File: src/rtl/seq_pkg.sv
// Shared definitions for the SEQ Y86-64 stage sequencer.
// Holds icodes, status codes, register IDs, the sequencer state encoding and icode helpers.
// No logic of its own; consumed by seq_reg_select and seq_stage_ctrl.
package seq_pkg;

    localparam logic [3:0] I_HALT   = 4'h0;
    localparam logic [3:0] I_NOP    = 4'h1;
    localparam logic [3:0] I_RRMOVQ = 4'h2;
    localparam logic [3:0] I_IRMOVQ = 4'h3;
    localparam logic [3:0] I_RMMOVQ = 4'h4;
    localparam logic [3:0] I_MRMOVQ = 4'h5;
    localparam logic [3:0] I_OPQ    = 4'h6;
    localparam logic [3:0] I_JXX    = 4'h7;
    localparam logic [3:0] I_CALL   = 4'h8;
    localparam logic [3:0] I_RET    = 4'h9;
    localparam logic [3:0] I_PUSHQ  = 4'hA;
    localparam logic [3:0] I_POPQ   = 4'hB;

    localparam logic [2:0] STAT_AOK = 3'd1;
    localparam logic [2:0] STAT_HLT = 3'd2;
    localparam logic [2:0] STAT_ADR = 3'd3;
    localparam logic [2:0] STAT_INS = 3'd4;

    localparam logic [3:0] REG_NONE = 4'hF;
    localparam logic [3:0] REG_RSP  = 4'h4;

    typedef enum logic [2:0] {
        ST_IDLE,
        ST_FETCH,
        ST_DECODE,
        ST_EXECUTE,
        ST_MEMORY,
        ST_WRITEBACK,
        ST_PCUPDATE,
        ST_HALT
    } state_t;

    // Instructions that touch data memory in the MEMORY stage.
    function automatic logic is_mem_icode(input logic [3:0] ic);
        return (ic == I_RMMOVQ) || (ic == I_MRMOVQ) || (ic == I_CALL) ||
               (ic == I_RET)    || (ic == I_PUSHQ)  || (ic == I_POPQ);
    endfunction

    // Subset of memory instructions that store rather than load.
    function automatic logic is_mem_wr_icode(input logic [3:0] ic);
        return (ic == I_RMMOVQ) || (ic == I_CALL) || (ic == I_PUSHQ);
    endfunction

endpackage

File: src/rtl/seq_reg_select.sv
// Register-file source/destination ID selection from icode, rA and rB.
// Purely combinational, zero latency.
// No flow control; outputs follow inputs.
module seq_reg_select
    import seq_pkg::*;
(
    input  logic [3:0] icode,
    input  logic [3:0] ra,
    input  logic [3:0] rb,
    output logic [3:0] src_a,
    output logic [3:0] src_b,
    output logic [3:0] dst_e,
    output logic [3:0] dst_m
);

    // Per-instruction port usage; anything unlisted reads and writes nothing.
    always_comb begin
        src_a = REG_NONE;
        src_b = REG_NONE;
        dst_e = REG_NONE;
        dst_m = REG_NONE;
        case (icode)
            I_RRMOVQ: begin src_a = ra;      dst_e = rb;                        end
            I_IRMOVQ: begin dst_e = rb;                                         end
            I_RMMOVQ: begin src_a = ra;      src_b = rb;                        end
            I_MRMOVQ: begin src_b = rb;      dst_m = ra;                        end
            I_OPQ:    begin src_a = ra;      src_b = rb;      dst_e = rb;       end
            I_CALL:   begin src_b = REG_RSP; dst_e = REG_RSP;                   end
            I_RET:    begin src_a = REG_RSP; src_b = REG_RSP; dst_e = REG_RSP;  end
            I_PUSHQ:  begin src_a = ra;      src_b = REG_RSP; dst_e = REG_RSP;  end
            I_POPQ:   begin src_a = REG_RSP; src_b = REG_RSP; dst_e = REG_RSP;
                            dst_m = ra;                                         end
            I_HALT, I_NOP, I_JXX: begin end
            default:  begin end
        endcase
    end

endmodule

File: src/rtl/seq_stage_ctrl.sv
// Multi-cycle SEQ Y86-64 sequencer: one-hot stage strobes, regfile IDs, dmem handshake, status.
// 6 cycles per non-memory instruction, 5+N with N MEMORY cycles; outputs decoded from flops only.
// MEMORY holds mem_req until mem_ack or MEM_TIMEOUT cycles; optional counters via SEQ_PERF_CNT_EN.
module seq_stage_ctrl
    import seq_pkg::*;
#(
    parameter int unsigned MEM_TIMEOUT = 15
)(
    input  logic        clk,
    input  logic        rst_n,
    input  logic        start,
    input  logic [3:0]  icode,
    input  logic [3:0]  rA,
    input  logic [3:0]  rB,
    input  logic        instr_valid,
    input  logic        imem_error,
    input  logic        cnd,
    input  logic        mem_ack,
    input  logic        dmem_error,
    output logic        f_en,
    output logic        d_en,
    output logic        e_en,
    output logic        m_en,
    output logic        w_en,
    output logic        pc_en,
    output logic [3:0]  srcA,
    output logic [3:0]  srcB,
    output logic [3:0]  dstE,
    output logic [3:0]  dstM,
    output logic        wE,
    output logic        wM,
    output logic        mem_req,
    output logic        mem_wr,
    output logic [2:0]  stat,
    output logic        busy,
    output logic        halted
`ifdef SEQ_PERF_CNT_EN
    ,
    output logic [31:0] cyc_cnt,
    output logic [31:0] ret_cnt
`endif
);

    // Count value seen during the last permitted request cycle.
    localparam logic [7:0] TMO_LAST = 8'(MEM_TIMEOUT - 1);

    state_t      state_q, state_d;
    logic [3:0]  icode_q, icode_d;
    logic [3:0]  ra_q, ra_d;
    logic [3:0]  rb_q, rb_d;
    logic        cnd_q, cnd_d;
    logic [2:0]  stat_q, stat_d;
    logic [7:0]  tmo_q, tmo_d;
    logic        mem_op;

    assign mem_op = is_mem_icode(icode_q);

    // Register IDs derive from the captured instruction so they hold steady D..P.
    seq_reg_select u_reg_select (
        .icode (icode_q),
        .ra    (ra_q),
        .rb    (rb_q),
        .src_a (srcA),
        .src_b (srcB),
        .dst_e (dstE),
        .dst_m (dstM)
    );

    // Next-state, instruction capture, status and MEMORY timeout bookkeeping.
    always_comb begin
        state_d = state_q;
        icode_d = icode_q;
        ra_d    = ra_q;
        rb_d    = rb_q;
        cnd_d   = cnd_q;
        stat_d  = stat_q;
        tmo_d   = tmo_q;
        case (state_q)
            ST_IDLE: begin
                if (start) state_d = ST_FETCH;
            end
            ST_FETCH: begin
                if (imem_error) begin
                    stat_d  = STAT_ADR;
                    state_d = ST_HALT;
                end else if (!instr_valid) begin
                    stat_d  = STAT_INS;
                    state_d = ST_HALT;
                end else if (icode == I_HALT) begin
                    stat_d  = STAT_HLT;
                    state_d = ST_HALT;
                end else begin
                    icode_d = icode;
                    ra_d    = rA;
                    rb_d    = rB;
                    state_d = ST_DECODE;
                end
            end
            ST_DECODE: state_d = ST_EXECUTE;
            ST_EXECUTE: begin
                cnd_d   = cnd;
                tmo_d   = '0;
                state_d = ST_MEMORY;
            end
            ST_MEMORY: begin
                if (!mem_op) begin
                    state_d = ST_WRITEBACK;
                end else if (mem_ack) begin
                    // An ack always beats a timeout landing in the same cycle.
                    if (dmem_error) begin
                        stat_d  = STAT_ADR;
                        state_d = ST_HALT;
                    end else begin
                        state_d = ST_WRITEBACK;
                    end
                end else if (tmo_q == TMO_LAST) begin
                    stat_d  = STAT_ADR;
                    state_d = ST_HALT;
                end else begin
                    tmo_d = tmo_q + 8'd1;
                end
            end
            ST_WRITEBACK: state_d = ST_PCUPDATE;
            ST_PCUPDATE:  state_d = ST_FETCH;
            ST_HALT:      state_d = ST_HALT;
            default:      state_d = ST_IDLE;
        endcase
    end

    // State and captured-instruction registers with synchronous reset.
    always_ff @(posedge clk) begin
        if (!rst_n) begin
            state_q <= ST_IDLE;
            icode_q <= I_HALT;
            ra_q    <= REG_NONE;
            rb_q    <= REG_NONE;
            cnd_q   <= 1'b0;
            stat_q  <= STAT_AOK;
            tmo_q   <= '0;
        end else begin
            state_q <= state_d;
            icode_q <= icode_d;
            ra_q    <= ra_d;
            rb_q    <= rb_d;
            cnd_q   <= cnd_d;
            stat_q  <= stat_d;
            tmo_q   <= tmo_d;
        end
    end

    assign f_en    = (state_q == ST_FETCH);
    assign d_en    = (state_q == ST_DECODE);
    assign e_en    = (state_q == ST_EXECUTE);
    assign m_en    = (state_q == ST_MEMORY);
    assign w_en    = (state_q == ST_WRITEBACK);
    assign pc_en   = (state_q == ST_PCUPDATE);
    assign busy    = (state_q != ST_IDLE) && (state_q != ST_HALT);
    assign halted  = (state_q == ST_HALT);
    assign stat    = stat_q;
    assign mem_req = m_en && mem_op;
    assign mem_wr  = mem_req && is_mem_wr_icode(icode_q);
    // A conditional move whose condition failed writes nothing.
    assign wE      = w_en && (dstE != REG_NONE) && !((icode_q == I_RRMOVQ) && !cnd_q);
    assign wM      = w_en && (dstM != REG_NONE);

`ifdef SEQ_PERF_CNT_EN
    logic [31:0] cyc_cnt_q, cyc_cnt_d;
    logic [31:0] ret_cnt_q, ret_cnt_d;

    // Saturating busy-cycle and retired-instruction counters.
    always_comb begin
        cyc_cnt_d = cyc_cnt_q;
        ret_cnt_d = ret_cnt_q;
        if (busy && (cyc_cnt_q != '1))  cyc_cnt_d = cyc_cnt_q + 32'd1;
        if (pc_en && (ret_cnt_q != '1)) ret_cnt_d = ret_cnt_q + 32'd1;
    end

    // Counter registers clear on reset.
    always_ff @(posedge clk) begin
        if (!rst_n) begin
            cyc_cnt_q <= '0;
            ret_cnt_q <= '0;
        end else begin
            cyc_cnt_q <= cyc_cnt_d;
            ret_cnt_q <= ret_cnt_d;
        end
    end

    assign cyc_cnt = cyc_cnt_q;
    assign ret_cnt = ret_cnt_q;
`endif

endmodule

File: config.mk
export PLATFORM = sky130hd
export DESIGN_NAME = seq_stage_ctrl
export DESIGN_NICKNAME = d
export VERILOG_FILES = /design/src/rtl/seq_pkg.sv /design/src/rtl/seq_reg_select.sv /design/src/rtl/seq_stage_ctrl.sv
export SDC_FILE = /design/constraint.sdc
export NUM_CORES = 1
export LEC_CHECK = 0
export ABC_CLOCK_PERIOD_IN_PS = 1750
export BUFFER_PORTS_ARGS = -buffer_cell sky130_fd_sc_hd__buf_2
export CAP_MARGIN = 5
export CORE_MARGIN = 2
export CORE_UTILIZATION = 30
export CTS_CLUSTER_DIAMETER = 50
export CTS_CLUSTER_SIZE = 10
export DETAILED_ROUTE_END_ITERATION = 6
export SETUP_SLACK_MARGIN = 0.02
export SYNTH_ARGS = -nofsm -noshare
export SYNTH_HDL_FRONTEND = slang
export SYNTH_SLANG_ARGS = --single-unit
File: constraint.sdc
create_clock -name clk -period 1.75 [get_ports clk]
set_clock_uncertainty 0.05 [all_clocks]
set_input_delay 0.35 -clock clk [delete_from_list [all_inputs] [get_ports clk]]
set_output_delay 0.35 -clock clk [all_outputs]
set_load 0.01 [all_outputs]
### Word-level counts from Yosys, hierarchy flattened

Index checks and enable logic that the tools add are counted.

| operators by class | value |
|---|---|
| add/subtract/negate cells | 1 |
| reduce and logical (&&, ||, !) cells | 31 |
| eq/ne operators | 28 |
| multiplexer cells | 25 |
| bitwise logic cells | 2 |

Operators with widths:

| kind | number |
|---|---|
| 3-bit two-way mux | 14 |
| 8-bit two-way mux | 3 |
| 3-bit one-hot mux with 8 select lines | 1 |
| 4-bit one-hot mux with 2 select lines | 3 |
| 4-bit == test, second input constant | 4 |
| 8-bit one-hot mux with 2 select lines | 1 |
| 3-bit == test, second input constant | 4 |
| 4-bit by 3-bit == test with 1-bit output, second input constant | 3 |
| 8-bit by 1-bit adder with 8-bit output, second input constant | 1 |
| 4-bit by 2-bit == test with 1-bit output, second input constant | 2 |
| 8-bit by 4-bit == test with 1-bit output, second input constant | 1 |
| 4-bit by 3-bit != test with 1-bit output, second input constant | 2 |
| 4-bit != test, second input constant | 2 |
| 4-bit AND reduction | 2 |
| 4-bit OR reduction | 2 |
| 1-bit logical AND | 7 |
| 1-bit logical OR | 7 |
| 3-bit by 2-bit == test with 1-bit output, second input constant | 2 |
| 2-bit != test, second input constant | 3 |
| 3-bit != test, second input constant | 2 |
| 3-bit one-hot mux with 2 select lines | 1 |
| 3-bit OR reduction | 2 |
| 5-bit AND reduction | 1 |
| 4-bit logical NOT | 1 |
| other kinds (12) | 16 |

| word-level totals | value |
|---|---|
| word-level logic and storage cells | 94 |
| bits of input ports | 20 |
| register bits after elaboration | 27 |
| output and inout port bits | 31 |

### Depth between registers and ports, before layout

| depth | value |
|---|---|
| word-level depth | 8 |
| gate-level depth with buffers | 7 |
| mapped depth without buffers | 6 |

### Cells and area by module

From an unflattened synthesis, not the netlist that was laid out.

| unflattened totals | value |
|---|---|
| cells, all modules | 190 |
| area total of the unflattened synthesis | 1,586.5 µm² |

Modules (own cells, without submodules):

| module | sequential area each (µm²) | cells each | instances | area each (µm²) |
|---|---|---|---|---|
| seq_stage_ctrl | 540.5 | 152 | 1 | 1,350.0 |
| seq_reg_select | 0.0 | 38 | 1 | 236.5 |

### Least setup slack after synthesis

Ideal clock, no wire load.

| path | value |
|---|---|
| path type | register to output |
| start point | register icode_q[1] |
| end point | output wM |
| data required time | 1.350 ns |
| arrival time | 1.506 ns |
| setup slack | -0.156 ns |
| cell stages (with the launch flop) | 6 |
| buffers on the path | 1 |
| cell sequence | dfxtp_1 > buf_2 > nor3b_4 > o21ai_0 > or2_2 > a41oi_1 |

| on the way | value |
|---|---|
| longest elaborated chain between the ends | 5 |
| elaborated cells on any way between the ends | 6 |
| classes of those cells | eq/ne: 3; mux: 1; reduce/logical: 2 |

Ends and longest elaborated chain:

| item | RTL line | text |
|---|---|---|
| start: declaration | seq_stage_ctrl.sv:48 | `logic [3:0] icode_q, icode_d;` |
| start signal: assignment | seq_stage_ctrl.sv:142 | `icode_q <= icode_d;` |
| 4-bit by 3-bit == test with 1-bit output or 4-bit == test (tied branches) | seq_reg_select.sv:22 | `case (icode)` |
| 2-bit OR reduction (no line) * | -- |  |
| 4-bit two-way mux * | seq_reg_select.sv:22 |  |
| via dstM[3] | seq_stage_ctrl.sv:29 | `output logic [3:0] dstM,` |
| 4-bit != test * | seq_stage_ctrl.sv:164 | `assign wM = w_en && (dstM != REG_NONE);` |
| 1-bit logical AND * | seq_stage_ctrl.sv:164 |  |
| end: declaration | seq_stage_ctrl.sv:31 | `output logic wM,` |

Mark *: on every way through the listed nets, which the timed path passes. The rest lies on a longest branch.

### Worst setup path after layout

| path | value |
|---|---|
| start point | register icode_q[2] |
| end point | output wM |

| on the way | value |
|---|---|
| longest elaborated chain between the ends | 5 |
| elaborated cells on any way between the ends | 6 |
| classes of those cells | eq/ne: 3; mux: 1; reduce/logical: 2 |

Ends and longest elaborated chain:

| item | RTL line |
|---|---|
| 4-bit by 3-bit == test with 1-bit output or 4-bit == test (tied branches) | seq_reg_select.sv:22 |
| 2-bit OR reduction (no line) * | -- |
| 4-bit two-way mux * | seq_reg_select.sv:22 |
| 4-bit != test * | seq_stage_ctrl.sv:164 |
| 1-bit logical AND * | seq_stage_ctrl.sv:164 |

Every way passes the cells marked *; elsewhere a longest branch is shown, timed or not.

==> impl_metrics.toml <==
[timing]
maxSlewViolCount = 0
hold_ws_ns = 0.227
fin_ws_ns = -0.272
max_slew_margin_pct = 72.3
finalHoldViolations = 0
period_minus_slack_ns = 2.02
clock.fmax_ghz = 0.495
fin_crit_sh_pct = 116
tightest_slew_ns = 0.416
finalSetupViolations = 21
rsz0062_at_grt = "yes"

[drt]
wirelength_mm = 5.13
drt_first_pass_iters = 4
avgViaCountPerCell = 5.01
wl_per_cell_um = 14.4
via_count = 1780
drc = 0
drt_iter0_drc = 102
drtAntennaViolNets = 0

[die]
die-area_um2 = 5970
placementRows = 26
num_io_pins = 51
initial_core_util_pct = 31.3
fp.dieH_um = 77.2
coreArea_um2 = 5140
die-width_um = 77.2

[power_and_ir_drop]
p_leak_nw = 1.01
peakVddDrop_mv = 0.297
p_per_area_nw_per_um2 = 554

[critical_path]
cp_data_arrival_time_ns = 1.62
cp_top_family = "simple AND/OR/NAND/NOR gates"
critPathMaxFanout = 4
path_class = "reg -> out"
cp.required_ns = 1.35
crit_slowest_cell = "dfxtp_2"
cp-end-kind = "output pin"
r2r_slack_ns = -0.14
max_stage_delay_ns = 0.35
crit_chain = "buf_6 -> and3b_1 -> o21ai_2 -> or2_4 -> a41oi_2 -> buf_2"
worst-path-buf-inv = 2
start_kind = "register"

[placed_design]
place_congestion = 0.792
port_buffers = 50
hpwl_mm = 3.39
dp.cells = 328

[grt]
antenna_found_initial = 0
grt_usage_pct = 16.8
overflow = 0
grt_pass1_vias = 1688
grt_pass1_wl_mm = 8.13
grt_max_degree = 16

[status]
outcome = "finished, violations left"
violations = "setup timing"

[yosys]
synth_xor_xnor_area_share_pct = 1.09
synth_area_per_cell_um2 = 8.21
syn_inst = 196
synthesis.area_um2 = 1610
synth.top_cell.area_share_pct = 33.6
synthMuxAreaShare_pct = 8.71
synth_seq_area_share_pct = 33.6
synthSimpleGateAreaFrac_pct = 30.2
synth_warnings = 0
synth.distinct_cells = 50
synth_top_area_cell = "dfxtp_1"
synth_top_family_by_area = "simple AND/OR/NAND/NOR gates"
synthAdderAreaFrac_pct = 1.56
synth_nets = 218
synth-edff-count = 0
ys_seq_elements = 27
netlist_top_cells_area = "dfxtp_1 34%, mux2i_1 8.7%, nor2_1 5.8%, o21ai_0 4.0%, a21oi_1 3.4%"
ys_async_sr_fraction_pct = 0
synth_ff_type = "dfxtp_1"
synth_compound_area_share_pct = 18.0

[clock_tree]
cts_buffer_depth = 2
cts_tree = "yes"
cts_num_sinks = 27
hold_buffers = 0
clock_latency_ns = 0.28
cts_made_buffers = 3
cts.clk_slew.worst_paths_ns = 0.10
cts-root-buf = "clkbuf_8"
cts_htree_levels = 1

[finish]
final_common_cell = "buf_2"
final_nets = 308
drive_gt1_share_pct = 52.6
num-fill-cells = 506
layout_common_cells = "45 x buf_2, 33 x buf_4, 21 x dfxtp_1"
final_cells = 355
n_antenna_cell = 0
syn2layout_area_growth_pct = 62.4

[run]
drv_cap = 0

[min_path]
hold_class = "in -> reg"
==> logic make-up (layout without fill, tap and decap cells) <==
kind of cell,after synthesis,after routing
AOI/OAI and AO/OA,43,44
xor gates and xnor gates,2,2
adders and majority gates,2,2
buffers and inverters,22,110
DFF,27,27
muxes,14,14
and+or+nand+nor,86,86
==> power by group <==
part	leakage [nW]	switching, mW	internal [mW]
combinational	0.766	0.212	0.199
sequential	0.223	0.0221	0.640
clock	0.0255	0.214	0.160
==> layout make-up <==
type | instances | area (um2) | area share, %
clock inverter | 1 | 5.00 | 0.191
tap | 70 | 87.6 | 3.35
clock buffer | 3 | 41.3 | 1.58
inverter | 9 | 38.8 | 1.48
multi-input combinational | 148 | 1190 | 45.4
sequential | 27 | 556 | 21.3
timing repair buffer | 97 | 699 | 26.8
==> flip-flops by register name (all words and copies together), names as in the netlist <==
name and flops:
rb_q 4, cnd_q 1, stat 3, ra_q 4, state_q 3, tmo_q 8
icode_q 4
==> per-layer routing <==
layer  GRT usage [%]  vias to the layer above  routed length, um
met5               0                        -                  0
met4            4.29                        0                 65
met3            2.59                        6                201
met2            27.8                       50               2540
met1            22.7                      839               2310
li1                -                      885                  -
==> worst register-to-register path, delay by kind of cell, from the launching register on <==
family | cells | cell delay [ns]
buffers and inverters | 3 | 0.40
xor gates and xnor gates | 1 | 0.10
DFF | 1 | 0.38
AOI/OAI and AO/OA | 1 | 0.38
and+or+nand+nor | 2 | 0.47
==> through the flow <==
step / TNS, ns / utilization [%] / total power [mW] / worst slack (ns) / area (um2)
3_5_place_dp: -0.582 / 41.0 / 0.987 / -0.155 / 2110
4_1_cts: -2.17 / 46.0 / 1.39 / -0.262 / 2370
6_report: -2.12 / 50.9 / 1.45 / -0.272 / 2610
5_1_grt: -3.73 / 50.9 / 1.52 / -0.358 / 2610
2_1_floorplan: -0.169 / - / 0.867 / -0.0460 / 1640
3_3_place_gp: -0.596 / 41.0 / 0.984 / -0.202 / 2110
==> synth_stat cells, types with 3 or more instances <==
| library cell | number |
|---|---|
| o21ai_0 | 13 |
| a21oi_1 | 11 |
| dfxtp_1 | 27 |
| buf_2 | 3 |
| nand2_1 | 14 |
| o31ai_1 | 3 |
| nor2b_1 | 4 |
| nand4_1 | 3 |
| clkbuf_1 | 7 |
| inv_1 | 7 |
| or3_2 | 3 |
| nor2_1 | 25 |
| mux2i_1 | 14 |
| or2_2 | 6 |
| a2111oi_0 | 4 |
| nand2b_1 | 5 |
==> path summary, 6_finish.rpt <==
kind,endpoint,cells after the start,from
setup / recovery,wM,6,icode_q[2]$_SDFFE_PN0P_
setup reg to reg,tmo_q[6]$_SDFFE_PN0P_,7,icode_q[3]$_SDFFE_PN0P_
hold / removal,ra_q[3]$_SDFFE_PN1P_,3,rA[3]
hold reg to reg,stat[2]$_SDFFE_PN0P_,2,stat[2]$_SDFFE_PN0P_
==> what timing repair did <==
| action | in CTS | in global routing |
|---|---|---|
| cloned | 0 | 1 |
| endpoints found under the setup margin | 30 | 44 |
| buffers inserted | 10 | 12 |
| pin swaps | 12 | 15 |
| endpoints found under the hold margin | 0 | 0 |
| resized for setup | 36 | 36 |
Note: power is estimated with default switching activity, not from simulation.
